**src/rtl/level_timer_pkg.sv**
```systemverilog
// Shared types and helpers for the per-level countdown timer.
package level_timer_pkg;

  localparam int unsigned TIME_W = 8;
  localparam int unsigned BCD_W  = 4;

  typedef enum logic [1:0] {
    IDLE,
    RUN,
    PAUSED,
    EXPIRED
  } timer_state_t;

  // Decrement a two-digit BCD value by one; callers never pass 00.
  function automatic logic [2*BCD_W-1:0] bcd_dec(input logic [BCD_W-1:0] tens,
                                                 input logic [BCD_W-1:0] ones);
    logic [2*BCD_W-1:0] res;
    if (ones == '0) begin
      res = {tens - 1'b1, BCD_W'(9)};
    end else begin
      res = {tens, ones - 1'b1};
    end
    return res;
  endfunction

endpackage

```
**src/rtl/level_timer_if.sv**
```systemverilog
// Game controller <-> level timer signal bundle.
interface level_timer_if;
  import level_timer_pkg::*;

  // controller -> timer
  logic              start_level;
  logic [TIME_W-1:0] timer_time;
  logic              pause;
  logic              all_collected;
  logic              abort;

  // timer -> controller / HUD
  logic              level_ended;
  logic [TIME_W-1:0] time_left;
  logic [BCD_W-1:0]  time_tens;
  logic [BCD_W-1:0]  time_ones;
  logic              sec_tick;
  logic              running;
  logic              low_time_warn;

  modport master (
    output start_level, timer_time, pause, all_collected, abort,
    input  level_ended, time_left, time_tens, time_ones, sec_tick, running, low_time_warn
  );

  modport slave (
    input  start_level, timer_time, pause, all_collected, abort,
    output level_ended, time_left, time_tens, time_ones, sec_tick, running, low_time_warn
  );

endinterface

```
**src/rtl/level_timer_bin2bcd_99.sv**
```systemverilog
// Combinational binary (0..99) to two BCD digits; only used when loading a level time.
module bin2bcd_99
  import level_timer_pkg::*;
(
  input  logic [TIME_W-1:0] value,
  output logic [BCD_W-1:0]  tens,
  output logic [BCD_W-1:0]  ones
);

  // Divide by ten; input is already clamped to two digits by the caller.
  always_comb begin
    tens = BCD_W'(value / TIME_W'(10));
    ones = BCD_W'(value % TIME_W'(10));
  end

endmodule

```
**src/rtl/level_timer.sv**
```systemverilog
// Per-level countdown timer: loads a level time, counts down one step per game
// second, reports the end of the level and drives the HUD digits and warning.
module level_timer
  import level_timer_pkg::*;
#(
  parameter int unsigned       TICK_DIV = 31_500_000,
  parameter logic [TIME_W-1:0] MAX_TIME = 8'd99,
  parameter logic [TIME_W-1:0] LOW_TIME = 8'd10
) (
  input  logic           clk,
  input  logic           resetN,
  level_timer_if.slave   bus
);

  localparam int unsigned        PRESC_W    = (TICK_DIV > 1) ? $clog2(TICK_DIV) : 1;
  localparam logic [PRESC_W-1:0] PRESC_LAST = PRESC_W'(TICK_DIV - 1);

  timer_state_t      state_q, state_d;
  logic [PRESC_W-1:0] presc_q, presc_d;
  logic [TIME_W-1:0] tl_q, tl_d;
  logic [BCD_W-1:0]  tens_q, tens_d;
  logic [BCD_W-1:0]  ones_q, ones_d;
  logic              le_q, le_d;
  logic              tick_q, tick_d;
  logic              run_q, run_d;
  logic              warn_q, warn_d;
  logic              step;

  logic [TIME_W-1:0] load_val;
  logic [BCD_W-1:0]  load_tens;
  logic [BCD_W-1:0]  load_ones;

  assign load_val = (bus.timer_time > MAX_TIME) ? MAX_TIME : bus.timer_time;

  bin2bcd_99 u_load_bcd (
    .value (load_val),
    .tens  (load_tens),
    .ones  (load_ones)
  );

  // Next-state, countdown and registered-output values.
  always_comb begin
    state_d = state_q;
    presc_d = presc_q;
    tl_d    = tl_q;
    tens_d  = tens_q;
    ones_d  = ones_q;
    le_d    = 1'b0;
    tick_d  = 1'b0;
    step    = 1'b0;

    if (bus.start_level) begin
      state_d = RUN;
      presc_d = '0;
      tl_d    = load_val;
      tens_d  = load_tens;
      ones_d  = load_ones;
    end else begin
      unique case (state_q)
        RUN: begin
          if (bus.abort) begin
            state_d = IDLE;
          end else if (bus.all_collected) begin
            state_d = EXPIRED;
            le_d    = 1'b1;
          end else if (tl_q == '0) begin
            state_d = EXPIRED;
            le_d    = 1'b1;
          end else if (bus.pause) begin
            state_d = PAUSED;
          end else begin
            step = 1'b1;
          end
        end
        PAUSED: begin
          if (bus.abort) begin
            state_d = IDLE;
          end else if (bus.all_collected) begin
            state_d = EXPIRED;
            le_d    = 1'b1;
          end else if (!bus.pause) begin
            // Count on the resume cycle so a pause costs exactly its own length.
            state_d = RUN;
            step    = 1'b1;
          end
        end
        default: begin
          // IDLE and EXPIRED wait for start_level.
        end
      endcase
    end

    if (step) begin
      if (presc_q == PRESC_LAST) begin
        presc_d = '0;
        if (tl_q != '0) begin
          tl_d             = tl_q - 1'b1;
          {tens_d, ones_d} = bcd_dec(tens_q, ones_q);
          tick_d           = 1'b1;
        end
      end else begin
        presc_d = presc_q + 1'b1;
      end
    end

    run_d  = (state_d == RUN) || (state_d == PAUSED);
    warn_d = run_d && (tl_d != '0) && (tl_d <= LOW_TIME);
  end

  // State, prescaler and output registers.
  always_ff @(posedge clk or negedge resetN) begin
    if (!resetN) begin
      state_q <= IDLE;
      presc_q <= '0;
      tl_q    <= '0;
      tens_q  <= '0;
      ones_q  <= '0;
      le_q    <= 1'b0;
      tick_q  <= 1'b0;
      run_q   <= 1'b0;
      warn_q  <= 1'b0;
    end else begin
      state_q <= state_d;
      presc_q <= presc_d;
      tl_q    <= tl_d;
      tens_q  <= tens_d;
      ones_q  <= ones_d;
      le_q    <= le_d;
      tick_q  <= tick_d;
      run_q   <= run_d;
      warn_q  <= warn_d;
    end
  end

  assign bus.level_ended   = le_q;
  assign bus.time_left     = tl_q;
  assign bus.time_tens     = tens_q;
  assign bus.time_ones     = ones_q;
  assign bus.sec_tick      = tick_q;
  assign bus.running       = run_q;
  assign bus.low_time_warn = warn_q;

endmodule

```
**src/flat_wrapper.sv**
```systemverilog
// flat-port wrapper written by rule: the top's interface ports become plain ports
module level_timer_flat import level_timer_pkg::*;
#(
  parameter int unsigned       TICK_DIV = 31_500_000,
  parameter logic [TIME_W-1:0] MAX_TIME = 8'd99,
  parameter logic [TIME_W-1:0] LOW_TIME = 8'd10
)
  (clk, resetN, bus_start_level, bus_timer_time, bus_pause, bus_all_collected, bus_abort, bus_level_ended, bus_time_left, bus_time_tens, bus_time_ones, bus_sec_tick, bus_running, bus_low_time_warn);
  level_timer_if bus_i ();
  input  logic clk;
  input  logic resetN;
  input wire logic [$bits(bus_i.start_level)-1:0] bus_start_level;
  input wire logic [$bits(bus_i.timer_time)-1:0] bus_timer_time;
  input wire logic [$bits(bus_i.pause)-1:0] bus_pause;
  input wire logic [$bits(bus_i.all_collected)-1:0] bus_all_collected;
  input wire logic [$bits(bus_i.abort)-1:0] bus_abort;
  output wire logic [$bits(bus_i.level_ended)-1:0] bus_level_ended;
  output wire logic [$bits(bus_i.time_left)-1:0] bus_time_left;
  output wire logic [$bits(bus_i.time_tens)-1:0] bus_time_tens;
  output wire logic [$bits(bus_i.time_ones)-1:0] bus_time_ones;
  output wire logic [$bits(bus_i.sec_tick)-1:0] bus_sec_tick;
  output wire logic [$bits(bus_i.running)-1:0] bus_running;
  output wire logic [$bits(bus_i.low_time_warn)-1:0] bus_low_time_warn;
  assign bus_i.start_level = bus_start_level;
  assign bus_i.timer_time = bus_timer_time;
  assign bus_i.pause = bus_pause;
  assign bus_i.all_collected = bus_all_collected;
  assign bus_i.abort = bus_abort;
  assign bus_level_ended = bus_i.level_ended;
  assign bus_time_left = bus_i.time_left;
  assign bus_time_tens = bus_i.time_tens;
  assign bus_time_ones = bus_i.time_ones;
  assign bus_sec_tick = bus_i.sec_tick;
  assign bus_running = bus_i.running;
  assign bus_low_time_warn = bus_i.low_time_warn;
  level_timer #(.TICK_DIV(TICK_DIV), .MAX_TIME(MAX_TIME), .LOW_TIME(LOW_TIME)) u_core (.clk(clk), .resetN(resetN), .bus(bus_i));
endmodule
```
**config.mk**
```make
export PLATFORM = sky130hd
export DESIGN_NAME = level_timer_flat
export DESIGN_NICKNAME = d
export VERILOG_FILES = /design/src/rtl/level_timer_pkg.sv /design/src/rtl/level_timer_if.sv /design/src/rtl/level_timer_bin2bcd_99.sv /design/src/rtl/level_timer.sv /design/src/flat_wrapper.sv
export SDC_FILE = /design/constraint.sdc
export NUM_CORES = 1
export LEC_CHECK = 0
export BUFFER_PORTS_ARGS = -buffer_cell sky130_fd_sc_hd__buf_2
export CAP_MARGIN = 20
export CORE_MARGIN = 8
export CORE_UTILIZATION = 54
export DETAILED_ROUTE_END_ITERATION = 8
export GPL_ROUTABILITY_DRIVEN = 0
export PLACE_DENSITY = 0.77
export SETUP_SLACK_MARGIN = 0.1
export SYNTH_ARGS = -nofsm -noshare
export SYNTH_HDL_FRONTEND = slang
export SYNTH_SLANG_ARGS = --single-unit
```
**constraint.sdc**
```tcl
create_clock -name clk -period 2.59 [get_ports clk]
set_input_delay 0.518 -clock clk [delete_from_list [all_inputs] [get_ports clk]]
set_output_delay 0.518 -clock clk [all_outputs]
set_load 0.01 [all_outputs]
```
==> run metrics, run 1 <==
slew at the pin closest to its max-slew limit=0.8778 ns; number of pins with negative max-slew slack in the final report=0; clock slew seen by the registers of the worst setup and hold paths=0.10 ns; vias in the first global route=3565; number of H-tree levels=2; worst path arrival time=2.77 ns; post-detailed-route via-to-cell ratio=6.432; power density of the placed cells=493.7 nW/um^2; nets=541; number of antenna violations at the first check in global routing=0; number of filler cells placed in the layout=462; cell at the root of the clock tree=sky130_fd_sc_hd__clkbuf_8; detailed-placement wirelength estimate=7152 um; endpoints failing hold=0; number of flops mapped to enable cells by yosys=0; post-detailed-route count of antenna-violating nets=0; Via Count=3853; Residual DRC=0; worst slack at placement=-0.07897 ns; Commonest cells post-synth=sky130_fd_sc_hd__dfrtp_1 (47), sky130_fd_sc_hd__o21ai_0 (38), sky130_fd_sc_hd__nand2_1 (33); TritonCTS clock tree=built; element type at the critical path end=flop; fraction of post-synthesis cell area in the top cell type by area=32.94%; dominant synthesized flop cell=sky130_fd_sc_hd__dfrtp_1; unrepaired setup endpoints after global routing=yes; maximum number of pins on one net before global-route repair=39; Overflow after GRT=0; fraction of the yosys area taken by sequential cells=32.94%; reported max-cap violation count=0; highest net fanout along the worst path=3; area of the multi-input gates=2360 sq um; row cnt=29; Synth Cell Area=3571 sq um; Post-CTS Hold Fix Bufs=0; Final Skew=0.01381 ns; maximum number of buffers from clock root to sink=2; fraction of final layout cells sized beyond drive strength 1=29.12%; Placeable Area=6386 sq um; largest area contributor in the synthesized netlist=sky130_fd_sc_hd__dfrtp_1; number of CTS-inserted buffers=5; full die area=9471 sq um; first-pass iteration count of the detailed router=5; count of mapped cells out of synthesis=439; growth of design area from synthesis to finish=27.30%; total routing usage reported by global routing=21.61%; port buffer count=33; Top Ports=34; Min-Delay Path Class=input pin to async pin; Area contributors post-synth=sky130_fd_sc_hd__dfrtp_1 (33%), sky130_fd_sc_hd__o21ai_0 (5.3%), sky130_fd_sc_hd__nor3_1 (3.5%), sky130_fd_sc_hd__nand2_1 (3.5%), sky130_fd_sc_hd__nor2_1 (2.9%); fin crit period=2.531 ns; Warnings, synthesis=0; Final Cycle Share=97.74%; Highest Clock Rate=0.3950 GHz; Yosys reg bits=47; Post-DP Area=4141 sq um; net count of the mapped netlist=459; Critical Path Source Type=flop; average wire per cell in the routed design=17.66 um; effective utilization at floorplan=55.92%; clock insertion delay at the later pin of the skew report=0.32 ns; post-route setup slack=0.05855 ns; number of DRC markers after the initial detailed-route iteration=240; Slew headroom=41.48%; run status=finished, final reports clean; standby leakage power=0.001887 uW; required time reported for the critical path endpoint=2.82 ns; average size of a mapped cell=8.134 sq um; cell with the most instances after synthesis=sky130_fd_sc_hd__dfrtp_1; Sinks on Clock Net=47; number of library cell types mapped by synthesis=74; worst hold slack after final layout=0.3155 ns; width of the die=97.32 um; number of antenna cells inserted=0; Chip Height=97.32 um; total area of sequential cells=1179 sq um; number of setup violations in the final report=0; total wire length=10580 um; critical path start-end classification=flop to flop; global-route wire length before repair=17420 um; final setup TNS=0 ns; share of async-settable or async-resettable flops after synthesis=100.0%; IR Drop Worst-Case VDD=0.6331 mV; Post-Layout Inst Area=4546 sq um
## worst paths after layout
check | start | to | slack (ns) | cells after the start
hold reg to reg | u_core.presc_q[20] | u_core.presc_q[20] | 0.56 | 1
max in group asynchronous | resetN | u_core.presc_q[17] | 1.59 | 2
setup reg to reg | u_core.state_q[1] | u_core.bus.low_time_warn | 0.06 | 8
hold / removal | resetN | u_core.bus.time_tens[3] | 0.32 | 1
min in group clk | bus_abort | u_core.bus.level_ended | 0.46 | 2
setup / recovery | u_core.state_q[1] | u_core.bus.low_time_warn | 0.06 | 8
## cell families after synthesis
kind of cell / share of synthesized area (%)
buf+inv: 5.291
compound gates: 22.95
xor+xnor: 1.472
simple gates: 33.18
fa+ha+maj: 2.383
mux: 1.787
flops: 32.94
## report_power, final
group / switching, uW / internal, uW
Clock: 270 / 385
Sequential: 54.7 / 783
Combinational: 413 / 338
Total: 738 / 1510
## critical path, cell delays in order (launching register included)
cell and delay [ns]:
sky130_fd_sc_hd__dfrtp_1 0.44, sky130_fd_sc_hd__ha_4 0.25, sky130_fd_sc_hd__nor4_4 0.21, sky130_fd_sc_hd__buf_4 0.18
sky130_fd_sc_hd__o2111ai_1 0.18, sky130_fd_sc_hd__o31a_1 0.29, sky130_fd_sc_hd__o31a_1 0.32, sky130_fd_sc_hd__a311o_1 0.35
sky130_fd_sc_hd__a211oi_2 0.24
## state kept, by name (all words and copies together) (netlist names)
signal and flops:
u_core.bus.sec_tick 1, u_core.bus.time_tens 4, u_core.bus.time_ones 4, u_core.bus.level_ended 1, u_core.state_q 2, u_core.bus.low_time_warn 1, u_core.bus.time_left 8, u_core.presc_q 25
u_core.bus.running 1
## stage by stage
stage	total power (uW)	utilization (%)	cells
after floorplan	1262	-	439
after CTS	2216	69.85	596
after detailed placement	1527	64.85	574
after global routing	2352	71.18	599
final	2244	71.18	599
after global placement	1506	64.85	574
## layout by cell type (no fill, tap or decap), types with 5 or more instances in the layout
master / count
sky130_fd_sc_hd__o21ai_0: 36
sky130_fd_sc_hd__buf_2: 34
sky130_fd_sc_hd__and2_1: 5
sky130_fd_sc_hd__xnor2_1: 5
sky130_fd_sc_hd__nor4_1: 10
sky130_fd_sc_hd__nor2_1: 28
sky130_fd_sc_hd__o31ai_1: 5
sky130_fd_sc_hd__o21bai_1: 6
sky130_fd_sc_hd__nand4_1: 6
sky130_fd_sc_hd__or2_2: 6
sky130_fd_sc_hd__buf_4: 65
sky130_fd_sc_hd__nand2_1: 33
sky130_fd_sc_hd__and3_1: 5
sky130_fd_sc_hd__a21o_1: 7
sky130_fd_sc_hd__nor3_1: 24
sky130_fd_sc_hd__a21oi_1: 17
sky130_fd_sc_hd__nand3_1: 18
sky130_fd_sc_hd__nand2b_1: 7
sky130_fd_sc_hd__nor2b_1: 9
sky130_fd_sc_hd__clkbuf_8: 5
sky130_fd_sc_hd__dfrtp_1: 45
sky130_fd_sc_hd__nor3b_1: 5
sky130_fd_sc_hd__inv_1: 21
sky130_fd_sc_hd__or3_1: 7
## cell type report
type	count	area share, %
Tap cell	77	2.119
Clock inverter	3	1.486
Clock buffer	5	1.514
Timing Repair Buffer	102	15.22
Inverter	22	1.817
Multi-Input combinational cell	343	51.91
Sequential cell	47	25.93
## repair_timing
action                                  in CTS  in global routing
endpoints found under the setup margin       8                 32
setup buffers                               13                  3
gates resized for setup                     15                 14
gates cloned                                 1                  0
pin swaps                                    9                  6
## layer usage
metal | wire, um | track usage [%]
met1 | 4468 | 27.40
met2 | 5094 | 34.90
met3 | 708 | 4.410
met4 | 306 | 8.974
met5 | 0 | 0
Note: power is estimated with default switching activity, not from simulation.
==> inputs of run 2 (changes only) <==
--- a/config.mk
+++ b/config.mk
@@ -11,7 +11,7 @@
 export CORE_UTILIZATION = 54
 export DETAILED_ROUTE_END_ITERATION = 8
 export GPL_ROUTABILITY_DRIVEN = 0
-export PLACE_DENSITY = 0.77
+export PLACE_DENSITY_LB_ADDON = 0.12
 export SETUP_SLACK_MARGIN = 0.1
 export SYNTH_ARGS = -nofsm -noshare
 export SYNTH_HDL_FRONTEND = slang
==> run 2 against run 1 <==
Net effect: largest cell class unchanged; flip-flop and latch count is the same; sequential share of layout area grew 0.058 points; critical endpoint is now u_core.bus.time_ones[3]; worst hold slack lost 0.030 ns; sequential power shrank 1%; clock skew shrank 0.0088 ns; critical path type unchanged; critical path depth is the same; total power shrank 6.0%; via count shrank 2.3%; global-route usage grew 0.26 points; die area is the same; cell area shrank 0.33%; combinational power grew 3.3%.
==> run metrics, run 2 (synthesis results as in run 1) <==
Highest Clock Rate=0.4010 GHz; global-route wire length before repair=17530 um; IR Drop Worst-Case VDD=0.7586 mV; cell chain of the critical path=ha_4 -> nand4_4 -> or4_4 -> or4_4 -> buf_12 -> o31a_1 -> nor3_1 -> a31oi_1; number of antenna cells inserted=0; cell type with the highest occurrence count on the critical path=sky130_fd_sc_hd__or4_4; nets=543; detailed-placement wirelength estimate=7407 um; number of antenna violations at the first check in global routing=0; Final Cycle Share=96.29%; DP Cell Count=578; reported max-cap violation count=0; post-detailed-route count of antenna-violating nets=0; family with the most delay on the worst path=simple AND/OR/NAND/NOR gates; Overflow after GRT=0; element type at the critical path end=flop; Largest register FFs=25; Slew headroom=58.53%; cell type of the slowest stage on the worst timing path=sky130_fd_sc_hd__or4_4; highest net fanout along the worst path=5; number of pins with negative max-slew slack in the final report=0; Post-CTS Hold Fix Bufs=0; Via Count=3766; TritonCTS clock tree=built; unrepaired setup endpoints after global routing=yes; clock insertion delay at the later pin of the skew report=0.31 ns; number of CTS-inserted buffers=5; clock slew seen by the registers of the worst setup and hold paths=0.09 ns; fin crit period=2.494 ns; Min-Delay Path Class=input pin to async pin; endpoints failing hold=0; Placeable Area=6386 sq um; Critical Path Source Type=flop; worst path arrival time=2.67 ns; Final Skew=0.005052 ns; final setup TNS=0 ns; port buffer count=33; standby leakage power=0.001898 uW; Top reg by flops=u_core.presc_q; average wire per cell in the routed design=17.50 um; number of filler cells placed in the layout=521; Sinks on Clock Net=47; cell at the root of the clock tree=sky130_fd_sc_hd__clkbuf_8; commonest cells after routing, fill and taps aside=sky130_fd_sc_hd__buf_4 (68), sky130_fd_sc_hd__dfrtp_1 (46), sky130_fd_sc_hd__o21ai_0 (36); post-detailed-route via-to-cell ratio=6.266; run status=finished, final reports clean; most common library cell in the layout ignoring fill and taps=sky130_fd_sc_hd__buf_4; number of DRC markers after the initial detailed-route iteration=190; width of the die=97.32 um; full die area=9471 sq um; post-route non-filler standard cell count=601; number of setup violations in the final report=0; vias in the first global route=3727; fraction of final layout cells sized beyond drive strength 1=28.44%; required time reported for the critical path endpoint=2.77 ns; sum of buffers and inverters on the critical path=1; Residual DRC=0; Chip Height=97.32 um; first-pass iteration count of the detailed router=5; total wire length=10520 um; slowest stage delay, CP=0.60 ns; number of H-tree levels=2; total routing usage reported by global routing=21.87%; Top Ports=34; effective utilization at floorplan=55.92%; growth of design area from synthesis to finish=26.87%; critical path start-end classification=flop to flop; maximum number of buffers from clock root to sink=2; maximum number of pins on one net before global-route repair=48; slew at the pin closest to its max-slew limit=0.6221 ns; row cnt=29; power density of the placed cells=465.6 nW/um^2
[run 2: changes by cell type in the layout (fill, tap and decap cells not counted), sizes merged]
cell | previous run | this run
clkbuf | 5 | 7
buf | 102 | 104
bufinv | 2 | 0
[run 2: final timing paths]
check,from,end,slack (ns),cells past startpoint
worst max-delay path,u_core.presc_q[0],u_core.bus.time_ones[3],0.1,8
max in group asynchronous,resetN,u_core.presc_q[10],1.83,2
min in group clk,bus_abort,u_core.bus.level_ended,0.48,2
worst max register to register,u_core.presc_q[0],u_core.bus.time_ones[3],0.1,8
worst min register to register,u_core.presc_q[20],u_core.presc_q[20],0.58,1
worst min-delay path,resetN,u_core.bus.time_tens[3],0.29,2
[run 2: stage by stage]
stage / util (%) / total power, uW / area (sq um) / setup slack [ns] / hold slack [ns]
after global placement: 65.52 / 1502 / 4184 / 0.02723 / 0.5294
after global routing: 70.94 / 2238 / 4531 / -0.01383 / 0.3581
after detailed placement: 65.52 / 1526 / 4184 / -0.07552 / 0.5319
after floorplan: - / 1262 / 3596 / 0.04949 / 0.2224
after CTS: 69.34 / 2044 / 4428 / 0.09168 / 0.3207
final: 70.94 / 2109 / 4531 / 0.09600 / 0.2854
[run 2: where the power goes]
part / internal [uW] / switching, uW
Clock: 243 / 264
Sequential: 784 / 43.0
Combinational: 359 / 417
[run 2: area by class of cell]
| type | instances | area (sq um) | area share (%) |
|---|---|---|---|
| clock inverters | 1 | 7.507 | 0.1657 |
| flip-flops and latches | 47 | 1177 | 25.99 |
| clock buffers | 7 | 96.34 | 2.126 |
| well taps | 77 | 96.34 | 2.126 |
| inverters | 22 | 82.58 | 1.823 |
| repair buffers | 104 | 726.9 | 16.05 |
| multi-input cells | 343 | 2344 | 51.73 |
[run 2: per-layer routing]
| metal | vias to the layer above | GRT usage, % | share of wire [%] |
|---|---|---|---|
| met1 | 1803 | 25.74 | 42 |
| met2 | 136 | 37.97 | 51 |
| met4 | 0 | 10.14 | 2.4 |
| met3 | 23 | 3.485 | 5.4 |
| li1 | 1804 | - | - |
| met5 | - | 0 | 0 |
[run 2: what timing repair did]
action / 4_1_cts / 5_1_grt
buffers inserted: 11 / 4
resized for setup: 11 / 16
pin swaps: 7 / 4
setup endpoints to repair: 9 / 29
[run 2: worst reg2reg max path, stage by stage (launching register included)]
cell	delay [ns]
sky130_fd_sc_hd__dfrtp_1	0.40
sky130_fd_sc_hd__ha_4	0.16
sky130_fd_sc_hd__nand4_4	0.09
sky130_fd_sc_hd__or4_4	0.44
sky130_fd_sc_hd__or4_4	0.60
sky130_fd_sc_hd__buf_12	0.16
sky130_fd_sc_hd__o31a_1	0.23
sky130_fd_sc_hd__nor3_1	0.22
sky130_fd_sc_hd__a31oi_1	0.07
